`src/rtl/proc_boot_sequencer.sv`:
```
// Boot/run controller: latches per-core start PCs, holds all cores for HOLD_CYCLES, releases them STAGGER apart
// and stops each on halt_req or budget expiry. run[0] rises HOLD_CYCLES+1 edges after start; no backpressure, start ignored while busy.
module proc_boot_sequencer #(
  parameter int NUM_CORES    = 2,
  parameter int PC_WIDTH     = 32,
  parameter int HOLD_CYCLES  = 4,
  parameter int STAGGER      = 3,
  parameter int RUN_CYCLES   = 10,
  parameter int AUTO_RESTART = 0
) (
  input  logic                          CLK,
  input  logic                          RESET,
  input  logic                          start,
  input  logic [PC_WIDTH-1:0]           pc_base,
  input  logic [PC_WIDTH-1:0]           pc_stride,
  input  logic [NUM_CORES-1:0]          halt_req,
  output logic [NUM_CORES-1:0]          run,
  output logic [NUM_CORES*PC_WIDTH-1:0] startPC,
  output logic                          busy,
  output logic                          done,
  output logic [NUM_CORES-1:0]          timeout
);

  localparam int REL_MAX = (NUM_CORES - 1) * STAGGER;
  localparam int HW = (HOLD_CYCLES > 1) ? $clog2(HOLD_CYCLES) : 1;
  localparam int RW = (REL_MAX > 0) ? $clog2(REL_MAX + 1) : 1;
  localparam int BW = (RUN_CYCLES > 1) ? $clog2(RUN_CYCLES) : 1;
  localparam logic [HW-1:0] HOLD_LOAD = HW'(HOLD_CYCLES - 1);
  localparam logic [RW-1:0] REL_LAST  = RW'(REL_MAX);
  localparam logic [BW-1:0] BUD_LAST  = BW'((RUN_CYCLES > 0) ? RUN_CYCLES - 1 : 0);

  typedef enum logic [1:0] {S_IDLE, S_HOLD, S_RUN, S_DONE} state_t;

  state_t                             state;
  state_t                             state_nxt;
  logic [HW-1:0]                      hold_cnt;
  logic [RW-1:0]                      rel_cnt;
  logic [NUM_CORES-1:0][BW-1:0]       bud_cnt;
  logic [NUM_CORES-1:0][PC_WIDTH-1:0] pc_q;

  logic                 accept;
  logic                 restart;
  logic                 hold_end;
  logic [NUM_CORES-1:0] rel_now;
  logic [NUM_CORES-1:0] expire;
  logic [NUM_CORES-1:0] run_nxt;

  assign startPC = pc_q;

  // Release is aligned to the edge leaving HOLD: core i goes at rel_cnt+1 == i*STAGGER.
  always_comb begin
    accept   = start && (state == S_IDLE || state == S_DONE);
    restart  = (AUTO_RESTART != 0) && (state == S_DONE);
    hold_end = (state == S_HOLD) && (hold_cnt == '0);
    rel_now  = '0;
    expire   = '0;
    run_nxt  = '0;
    for (int i = 0; i < NUM_CORES; i++) begin
      rel_now[i] = (hold_end && (i * STAGGER == 0)) ||
                   ((state == S_RUN) && ((int'(rel_cnt) + 1) == i * STAGGER));
      expire[i]  = run[i] && (RUN_CYCLES != 0) && (bud_cnt[i] == BUD_LAST);
      run_nxt[i] = rel_now[i] || (run[i] && !halt_req[i] && !expire[i]);
    end
  end

  always_ff @(posedge CLK or posedge RESET) begin
    if (RESET) begin
      state <= S_IDLE;
    end else begin
      state <= state_nxt;
    end
  end

  always_comb begin
    state_nxt = state;
    case (state)
      S_IDLE: if (accept) state_nxt = S_HOLD;
      S_HOLD: if (hold_end) state_nxt = S_RUN;
      S_RUN:  if (run_nxt == '0 && rel_cnt == REL_LAST) state_nxt = S_DONE;
      S_DONE: if (accept || restart) state_nxt = S_HOLD;
      default: state_nxt = S_IDLE;
    endcase
  end

  always_comb begin
    busy = (state == S_HOLD) || (state == S_RUN);
    done = (state == S_DONE);
  end

  always_ff @(posedge CLK or posedge RESET) begin
    if (RESET) begin
      hold_cnt <= '0;
      rel_cnt  <= '0;
      bud_cnt  <= '0;
      pc_q     <= '0;
      run      <= '0;
      timeout  <= '0;
    end else begin
      run <= run_nxt;

      if (accept) begin
        for (int i = 0; i < NUM_CORES; i++) begin
          pc_q[i] <= pc_base + pc_stride * PC_WIDTH'(i);
        end
      end

      if (accept || restart) begin
        hold_cnt <= HOLD_LOAD;
        timeout  <= '0;
      end else begin
        if (state == S_HOLD && hold_cnt != '0) begin
          hold_cnt <= hold_cnt - HW'(1);
        end
        // A halt on the expiry edge wins, so no timeout is recorded.
        timeout <= timeout | (expire & ~halt_req);
      end

      if (state == S_HOLD) begin
        rel_cnt <= '0;
      end else if (state == S_RUN && rel_cnt != REL_LAST) begin
        rel_cnt <= rel_cnt + RW'(1);
      end

      for (int i = 0; i < NUM_CORES; i++) begin
        if (rel_now[i]) begin
          bud_cnt[i] <= '0;
        end else if (run[i] && (RUN_CYCLES != 0) && !expire[i]) begin
          bud_cnt[i] <= bud_cnt[i] + BW'(1);
        end
      end
    end
  end

endmodule

```
`config.mk`:
```
export PLATFORM = sky130hd
export DESIGN_NAME = proc_boot_sequencer
export DESIGN_NICKNAME = d
export VERILOG_FILES = /design/src/rtl/proc_boot_sequencer.sv
export SDC_FILE = /design/constraint.sdc
export NUM_CORES = 1
export LEC_CHECK = 0
export ABC_AREA = 1
export CAP_MARGIN = 20
export CORE_UTILIZATION = 46
export DETAILED_ROUTE_END_ITERATION = 6
export GPL_TIMING_DRIVEN = 0
export PLACE_DENSITY = 0.78
export SYNTH_ARGS = -nofsm -noshare
export SYNTH_HDL_FRONTEND = slang
export SYNTH_SLANG_ARGS = --single-unit
```
`constraint.sdc`:
```
create_clock -name CLK -period 2.6 [get_ports CLK]
set_input_delay 0.52 -clock CLK [delete_from_list [all_inputs] [get_ports CLK]]
set_output_delay 0.52 -clock CLK [all_outputs]
set_load 0.01 [all_outputs]
```
==> impl_metrics.tcl, run 1 <==
set metrics [dict create \
    routed_wirelength_mm 14.7 \
    core_region_area_sq_mm 0.0121 \
    setup_repair_after_global_routing_missed_its_margin "false" \
    cts_tree "done" \
    ctsHoldBuffers 0 \
    final.min_clock_period_ps 2410 \
    worst_r2r_startpoint "state[0]" \
    drtAntennaViolNets 0 \
    ir_drop_uv 507 \
    portBuffers 138 \
    synthesis.area_per_instance_sq_um 6.72 \
    post_cts.resized_instances 0 \
    worstSetupStartpointType "input pin" \
    path_clk_slew_ps 60 \
    yosysSeqAreaShare 0.357 \
    post_route_cells_drive_above_1_share 0.0614 \
    globalRouteTotalUtil 0.245 \
    worst_slew_pin_slew_ps 596 \
    timing.hold.worst_endpoint "startPC[25]" \
    detail_route.iter0.violations 388 \
    nNetsFinal 1119 \
    root_buffer "sky130_fd_sc_hd__clkbuf_16" \
    tritoncts_num_sinks 82 \
    antenna-diode-count 0 \
    h-tree-depth 3 \
    detailedPlacementHpwl_mm 11.8 \
    post_synth_xor_area_fraction 0.0213 \
    std_cell_rows 40 \
    cell_count_after_synthesis 855 \
    die_area_sq_mm 0.0129 \
    power_per_cell_area_mw_per_mm2 927 \
    synthesis.area_sq_mm 0.00575 \
    postSynthNetCount 968 \
    slew_headroom 0.603 \
    drt_pass1_iterations 5 \
    reg2regPathDepth 7 \
    dieHeight_microns 114 \
    place_area_sq_mm 0.00738 \
    hold_path_depth 2 \
    via_count_of_the_first_global_routing_pass 5319 \
    finalSetupViolations 0 \
    ys_ff_latch 82 \
    syn2layout_area_growth_pct 34.0 \
    timing.critical_path.fanout_max 5 \
    grt_pass1_wl_mm 24.9 \
    post_synthesis_simple_gate_area_fraction 0.366 \
    via_count 5606 \
    min-delay-start "startPC[25]" \
    post-cts-setup-buffers 0 \
    reg2reg_setup_slack_ps 490 \
    yosysWarningCount 0 \
    cp.required_ps 2840 \
    run_status "finished, final reports clean" \
    final_max_slew_viol_count 0 \
    routed_wire_length_per_instance_microns 12.5 \
    synth-adder-area-share 0.0971 \
    remaining_drc_errors 0 \
    synth_top_family_by_area "simple AND/OR/NAND/NOR gates" \
    numCtsBuffers 9 \
    critPathArrivalTime_ps 2650 \
    grt_max_degree 36 \
    maximum_clock_skew_at_final_layout_ps 3.27 \
    clk-insertion-delay-late_ps 350 \
    synth-compound-area-share 0.0618 \
    maxCapViolCount 0 \
    number_of_antenna_violations_at_the_first_check_in_global_routing 0 \
    final_common_cell "sky130_fd_sc_hd__nand2_1" \
    initial_core_util 0.474 \
    final_cell_mix "sky130_fd_sc_hd__nand2_1 (370), sky130_fd_sc_hd__clkdlybuf4s50_1 (138), sky130_fd_sc_hd__inv_1 (127)" \
    hold_viol_final 0 \
    io-pin-count 139 \
    design_area_sq_mm 0.00770 \
    reg2reg_to "startPC[7]" \
    routed_via_density 4.76 \
    cts.path.max_buffers 2 \
    die-width_microns 114 \
    yosysUniqueCellTypes 33 \
    overflow 0 \
    place.gp.congestion 0.920 \
    hold_path_class "flip-flop to flip-flop" \
    critical_path_class "input pin to flip-flop" \
    max_freq_mhz 415 \
    post_synth_mux_area_share 0 \
    end_kind "flip-flop" \
    post-route-period-util 0.928 \
    power.static_leakage_nw 4.16 \
    report.power.total_mw 7.14 \
]
==> worst max-delay path: stages <==
cell and delay [ps]:
sky130_fd_sc_hd__clkdlybuf4s50_1 420, sky130_fd_sc_hd__ha_1 260, sky130_fd_sc_hd__fa_1 480, sky130_fd_sc_hd__nand3_1 130
sky130_fd_sc_hd__nand3_1 180, sky130_fd_sc_hd__nand3_1 160, sky130_fd_sc_hd__nand3_2 130, sky130_fd_sc_hd__nand2_1 120
sky130_fd_sc_hd__nand3_1 80, sky130_fd_sc_hd__nand3_1 120, sky130_fd_sc_hd__nand2_1 60
==> flip-flops by register name, indices dropped and copies added (netlist names) <==
| signal | count |
|---|---|
| startPC | 64 |
| bud_cnt | 8 |
| hold_cnt | 2 |
| rel_cnt | 2 |
| run | 2 |
| state | 2 |
| timeout | 2 |
==> kinds of logic (layout without fill, tap and decap cells) <==
family,count (synthesis),in the layout
and+or+nand+nor,503,503
buffers and inverters,147,302
DFF,82,82
AOI/OAI and AO/OA,65,65
adders and majority gates,44,44
xor gates and xnor gates,14,14
==> power breakdown <==
part	leakage, nW	switching, mW	total (mW)	internal [mW]
logic	2.98	1.87	3.51	1.64
clock network	0.158	0.523	1.38	0.860
registers	1.01	0.363	2.25	1.88
==> per-layer routing <==
metal / up-vias / share of wire / GRT usage
met5: - / 0 / 0
met1: 2500 / 0.48 / 0.335
li1: 2931 / - / -
met2: 147 / 0.44 / 0.383
met3: 28 / 0.053 / 0.0372
met4: 0 / 0.027 / 0.112
==> worst max path at each step <==
stage	slack, ps	start	to	cells after the start
2_1_floorplan	620	pc_base[0]	startPC[48]	9
3_3_place_gp	-140	pc_base[0]	startPC[40]	8
3_5_place_dp	-140	pc_base[0]	startPC[48]	10
4_1_cts	220	pc_base[0]	startPC[48]	10
5_1_grt	90	pc_base[0]	startPC[60]	12
6_report	190	pc_base[0]	startPC[60]	11
==> Yosys cell counts (all sizes together) <==
library cell | n | area, sq um
dfrtp | 82 | 2050
buf | 3 | 15.0
nand4 | 4 | 25.0
xor2 | 1 | 8.76
o211ai | 1 | 7.51
a31oi | 1 | 6.26
nor3 | 5 | 35.0
ha | 43 | 538
a21oi | 30 | 158
nand3 | 50 | 290
fa | 1 | 20.0
inv | 134 | 503
nor2 | 54 | 225
nand2 | 384 | 1480
o21bai | 3 | 26.3
a21o | 1 | 7.51
xnor2 | 13 | 114
nor3b | 2 | 15.0
clkbuf | 10 | 37.5
or2 | 1 | 8.76
nand3b | 3 | 22.5
a211oi | 2 | 15.0
o21ai | 27 | 135
==> cell type report <==
class	count	area (sq um)
multi-input combinational	626	3140
inverter	134	507
fill	1117	4410
buffer	13	52.6
timing repair buffer	140	1420
sequential	82	2050
clock buffer	10	239
clock inverter	5	78.8
tap	168	210
==> per-stage QoR <==
stage,utilization,instances,TNS [ps],worst slack [ps],hold slack (ps)
after global placement,0.606,1161,-507,-135,463
after CTS,0.636,1178,0,219,482
final,0.636,1178,0,188,477
after floorplan,-,855,0,615,475
after detailed placement,0.610,1163,-653,-142,465
after global routing,0.636,1178,0,87.7,495
(Power assumes the default switching activity.)
==> inputs of run 2 (changes only) <==
- CORE_UTILIZATION: 46 -> 44
- PLACE_DENSITY: 0.78 -> 0.75
==> run 2 against run 1 <==
Against the previous run:
- non-clock buffer count did not move
- core utilization fell by 2.8 points
- combinational power barely moved
- critical path depth did not move
- design area barely moved
- total power fell by 0.17%
- highest routed layer unchanged
==> impl_metrics.tcl, run 2 (same netlist as run 1, synthesis figures left out) <==
set metrics [dict create \
    std_cell_rows 41 \
    clk-insertion-delay-late_ps 340 \
    tritoncts_num_sinks 82 \
    end_kind "flip-flop" \
    maxCapViolCount 0 \
    grt_pass1_wl_mm 24.2 \
    routed_via_density 4.70 \
    detailedPlacementHpwl_mm 11.8 \
    critPathArrivalTime_ps 2670 \
    post_route_cells_drive_above_1_share 0.0623 \
    portBuffers 138 \
    detail_route.iter0.violations 279 \
    initial_core_util 0.454 \
    timing.critical_path.fanout_max 5 \
    routed_wirelength_mm 14.9 \
    number_of_antenna_violations_at_the_first_check_in_global_routing 0 \
    hold_viol_final 0 \
    overflow 0 \
    h-tree-depth 3 \
    drt_pass1_iterations 4 \
    io-pin-count 139 \
    finalSetupTns_ps 0 \
    power.static_leakage_nw 4.15 \
    die-width_microns 116 \
    via_count_of_the_first_global_routing_pass 5157 \
    drtAntennaViolNets 0 \
    nNetsFinal 1119 \
    hold_path_class "flip-flop to flip-flop" \
    grt_max_degree 31 \
    run_status "finished, final reports clean" \
    routed_wire_length_per_instance_microns 12.6 \
    globalRouteTotalUtil 0.234 \
    ctsHoldBuffers 0 \
    place.gp.congestion 0.906 \
    final.min_clock_period_ps 2450 \
    ir_drop_uv 422 \
    via_count 5563 \
    remaining_drc_errors 0 \
    power_per_cell_area_mw_per_mm2 925 \
    cts.path.max_buffers 2 \
    max_freq_mhz 408 \
    slew_headroom 0.573 \
    finalSetupViolations 0 \
    path_clk_slew_ps 60 \
    numCtsBuffers 9 \
    placed_cells_incl_taps 1167 \
    die_area_sq_mm 0.0135 \
    worst_slew_pin_slew_ps 639 \
    worstSetupStartpointType "input pin" \
    final_cell_mix "sky130_fd_sc_hd__nand2_1 (370), sky130_fd_sc_hd__clkdlybuf4s50_1 (138), sky130_fd_sc_hd__inv_1 (127)" \
    core_region_area_sq_mm 0.0127 \
    syn2layout_area_growth_pct 34.1 \
    root_buffer "sky130_fd_sc_hd__clkbuf_16" \
    dieHeight_microns 116 \
    antenna-diode-count 0 \
    critical_path_class "input pin to flip-flop" \
    post-route-period-util 0.943 \
    largest_reg_flops 64 \
    final_common_cell "sky130_fd_sc_hd__nand2_1" \
    final_cell_count_no_fill 1183 \
    cts_tree "done" \
    final_max_slew_viol_count 0 \
    maximum_clock_skew_at_final_layout_ps 6.49 \
    cp.required_ps 2820 \
]
## run 2: repair_timing
action	4_1_cts	5_1_grt
endpoints found under the setup margin	0	3
setup buffers	0	0
resized for setup	0	2
## run 2: layout make-up
class | count | area [sq um]
Inverter | 134 | 507
Multi-Input combinational cell | 626 | 3150
Clock inverter | 5 | 78.8
Tap cell | 172 | 215
Timing Repair Buffer | 140 | 1420
Fill cell | 1203 | 4970
Buffer | 13 | 52.6
Sequential cell | 82 | 2050
Clock buffer | 11 | 233
## run 2: per-stage QoR
step / worst slack [ps] / util / hold slack, ps / power (mW) / cell area [sq um]
floorplan: 615 / - / 475 / 4.08 / 5750
global placement: -204 / 0.580 / 462 / 5.70 / 7350
detailed placement: -230 / 0.583 / 464 / 5.78 / 7390
CTS: 104 / 0.608 / 482 / 7.18 / 7700
global route: -36.9 / 0.608 / 500 / 7.69 / 7700
finish: 149 / 0.608 / 476 / 7.12 / 7700
## run 2: path summary, 6_finish.rpt
check	to	slack, ps	depth (start not counted)	startpoint
setup / recovery	startPC[60]	150	11	pc_base[0]
hold / removal	startPC[63]	480	2	startPC[63]
setup reg to reg	startPC[57]	470	7	state[0]
hold reg to reg	startPC[63]	480	2	startPC[63]
max in group asynchronous	startPC[23]	1440	3	RESET
min in group asynchronous	startPC[1]	610	2	RESET
## run 2: worst max-delay path, cell delays in order
cell	delay [ps]
sky130_fd_sc_hd__clkdlybuf4s50_1	450
sky130_fd_sc_hd__ha_1	270
sky130_fd_sc_hd__fa_2	410
sky130_fd_sc_hd__nand3_1	110
sky130_fd_sc_hd__nand3_1	220
sky130_fd_sc_hd__nand3_1	160
sky130_fd_sc_hd__nand3_2	130
sky130_fd_sc_hd__nand2_1	110
sky130_fd_sc_hd__nand3_1	80
sky130_fd_sc_hd__nand3_1	150
sky130_fd_sc_hd__nand2_1	70
## run 2: metal layers
metal,track usage,wire length [microns]
met1,0.314,7030
met2,0.375,6690
met3,0.0462,826
met4,0.0838,379
met5,0,0
## run 2: where the power goes
part / leakage, nW / switching [mW] / internal [mW] / total, mW
clock: 0.153 / 0.523 / 0.840 / 1.36
sequential: 1.01 / 0.368 / 1.88 / 2.25
combinational: 2.98 / 1.87 / 1.64 / 3.51
total: 4.15 / 2.76 / 4.36 / 7.12
==> inputs of run 3 (changes only) <==
- CORE_UTILIZATION: 44 -> 39
- PLACE_DENSITY: 0.75 -> 0.68
==> run 3 against run 2 <==
Against the previous run:
- setup slack better by 68 ps
- via count shrank 0.81%
- sequential cell count is the same
- largest power group unchanged
==> impl_metrics.tcl, run 3 (same netlist as run 1, synthesis figures left out) <==
set metrics [dict create \
    run_status "finished, final reports clean" \
    post_route_cells_drive_above_1_share 0.0633 \
    maxCapViolCount 0 \
    overflow 0 \
    final.min_clock_period_ps 2380 \
    syn2layout_area_growth_pct 34.2 \
    power_spent_charging_and_discharging_nets_mw 2.78 \
    nNetsFinal 1119 \
    io-pin-count 139 \
    worst_path_largest_cell_delay_ps 440 \
    final_cell_mix "sky130_fd_sc_hd__nand2_1 (370), sky130_fd_sc_hd__clkdlybuf4s50_1 (138), sky130_fd_sc_hd__inv_1 (127)" \
    ctsHoldBuffers 0 \
    ff_latch_area_sq_mm 0.00205 \
    drtAntennaViolNets 0 \
    power.static_leakage_nw 4.14 \
    antenna-diode-count 0 \
    routed_wire_length_per_instance_microns 12.9 \
    h-tree-depth 3 \
    crit_path_start "pc_base[0]" \
    switching_fraction_of_total_power 0.392 \
    numCtsBuffers 9 \
    portBuffers 138 \
    clk-insertion-delay-late_ps 350 \
    dieHeight_microns 123 \
    slew_headroom 0.498 \
    remaining_drc_errors 0 \
    worst_slew_pin_slew_ps 753 \
    hold_path_class "flip-flop to flip-flop" \
    maximum_clock_skew_at_final_layout_ps 6.86 \
    initial_core_util 0.406 \
    grt_max_degree 33 \
    ir_drop_uv 358 \
    path_buf_inv 1 \
    worstSetupStartpointType "input pin" \
    path_clk_slew_ps 60 \
    die-width_microns 123 \
    cts.path.max_buffers 2 \
    critical_path_class "input pin to flip-flop" \
    tritoncts_num_sinks 82 \
    grt_pass1_wl_mm 25.1 \
    end_kind "flip-flop" \
    critical_path.most_common_cell "sky130_fd_sc_hd__nand3_1" \
    place.gp.congestion 0.906 \
    power_frac_comb 0.495 \
    final_common_cell "sky130_fd_sc_hd__nand2_1" \
    timing.critical_path.fanout_max 5 \
    routed_wirelength_mm 15.4 \
    path_delay_family "simple AND/OR/NAND/NOR gates" \
    report.power.total_mw 7.10 \
    clock_power_share 0.189 \
    post-route-period-util 0.917 \
    root_buffer "sky130_fd_sc_hd__clkbuf_16" \
    via_count_of_the_first_global_routing_pass 5309 \
    number_of_antenna_violations_at_the_first_check_in_global_routing 0 \
    slowest_stage "sky130_fd_sc_hd__clkdlybuf4s50_1" \
    max_freq_mhz 420 \
    via_count 5518 \
    detail_route.iter0.violations 267 \
    sequential_fraction_of_design_power 0.317 \
    std_cell_rows 43 \
    layout.filler_cells 1399 \
    detailedPlacementHpwl_mm 12.3 \
    hold_viol_final 0 \
    critPathArrivalTime_ps 2620 \
    largest_reg_flops 64 \
    routed_via_density 4.63 \
    area_taken_by_multi_input_logic_gates_sq_mm 0.00315 \
    final.hold.worst_slack_ps 477 \
    worst_r2r_startpoint "state[0]" \
    core_region_area_sq_mm 0.0141 \
    final_max_slew_viol_count 0 \
    die_area_sq_mm 0.0152 \
    setup_repair_after_global_routing_missed_its_margin "false" \
    power_per_cell_area_mw_per_mm2 921 \
    cts_tree "done" \
    drt_pass1_iterations 6 \
    critical_path.cell_chain "clkdlybuf4s50_1 -> ha_1 -> fa_2 -> nand3_1 -> nand3_1 -> nand3_1 -> nand3_2 -> nand2_1 -> nand3_1 -> nand3_1 -> nand2_1" \
    min-delay-start "startPC[8]" \
    globalRouteTotalUtil 0.216 \
    cp.required_ps 2840 \
    internal-power_mw 4.32 \
    finalSetupViolations 0 \
]
[run 3: changes by cell type in the layout (fill, tap and decap cells not counted)]
cell	previous run	this run
sky130_fd_sc_hd__clkinvlp_4	1	3
sky130_fd_sc_hd__bufinv_16	2	1
sky130_fd_sc_hd__clkbuf_8	0	2
sky130_fd_sc_hd__clkinv_4	1	0
sky130_fd_sc_hd__clkinv_2	2	1
sky130_fd_sc_hd__clkbuf_1	12	11
[run 3: final timing paths]
path                          endpoint  slack, ps  cells past startpoint
max                        startPC[60]        220                     11
min in group asynchronous   startPC[1]        550                      2
min reg2reg                 startPC[8]        480                      2
min                         startPC[8]        480                      2
max reg2reg                 startPC[7]        370                      7
max in group asynchronous  startPC[16]       1540                      3
[run 3: final cells by class]
type                            count  area share
Multi-Input combinational cell    626       0.408
Sequential cell                    82       0.266
Timing Repair Buffer              140       0.184
Inverter                          134      0.0657
Clock buffer                       12      0.0333
Tap cell                          180      0.0292
Buffer                             13     0.00682
Clock inverter                      4     0.00649
[run 3: through the flow]
step / setup slack (ps) / util / cells / setup TNS, ps / cell area, sq um
final: 216 / 0.545 / 1191 / 0 / 7710
after detailed placement: -177 / 0.523 / 1175 / -718 / 7400
after global routing: 99.7 / 0.545 / 1191 / 0 / 7710
after global placement: -193 / 0.520 / 1173 / -858 / 7360
after CTS: 163 / 0.544 / 1191 / 0 / 7700
after floorplan: 615 / - / 855 / 0 / 5750
[run 3: timing repair]
item,in CTS,in global routing
gates resized for setup,0,2
endpoints found under the setup margin,0,1
setup buffers,0,0
[run 3: layer usage]
layer	global-route usage	share of wire
met1	0.289	0.49
met3	0.0411	0.047
met2	0.347	0.45
met4	0.0730	0.015
met5	0	0
[run 3: tightest hold or removal path: cells and delay by family (launching register included)]
kind	cells	cell delay, ps
flops	1	340
simple gates	2	110
[run 3: power groups by stage]
| stage | clock network, mW | registers [mW] | logic, mW |
|---|---|---|---|
| after floorplan | 0 | 2.45 | 1.63 |
| after global placement | 0 | 2.25 | 3.47 |
| after detailed placement | 0 | 2.26 | 3.54 |
| after CTS | 1.37 | 2.25 | 3.55 |
| after global routing | 1.42 | 2.31 | 3.92 |
| final | 1.34 | 2.25 | 3.51 |
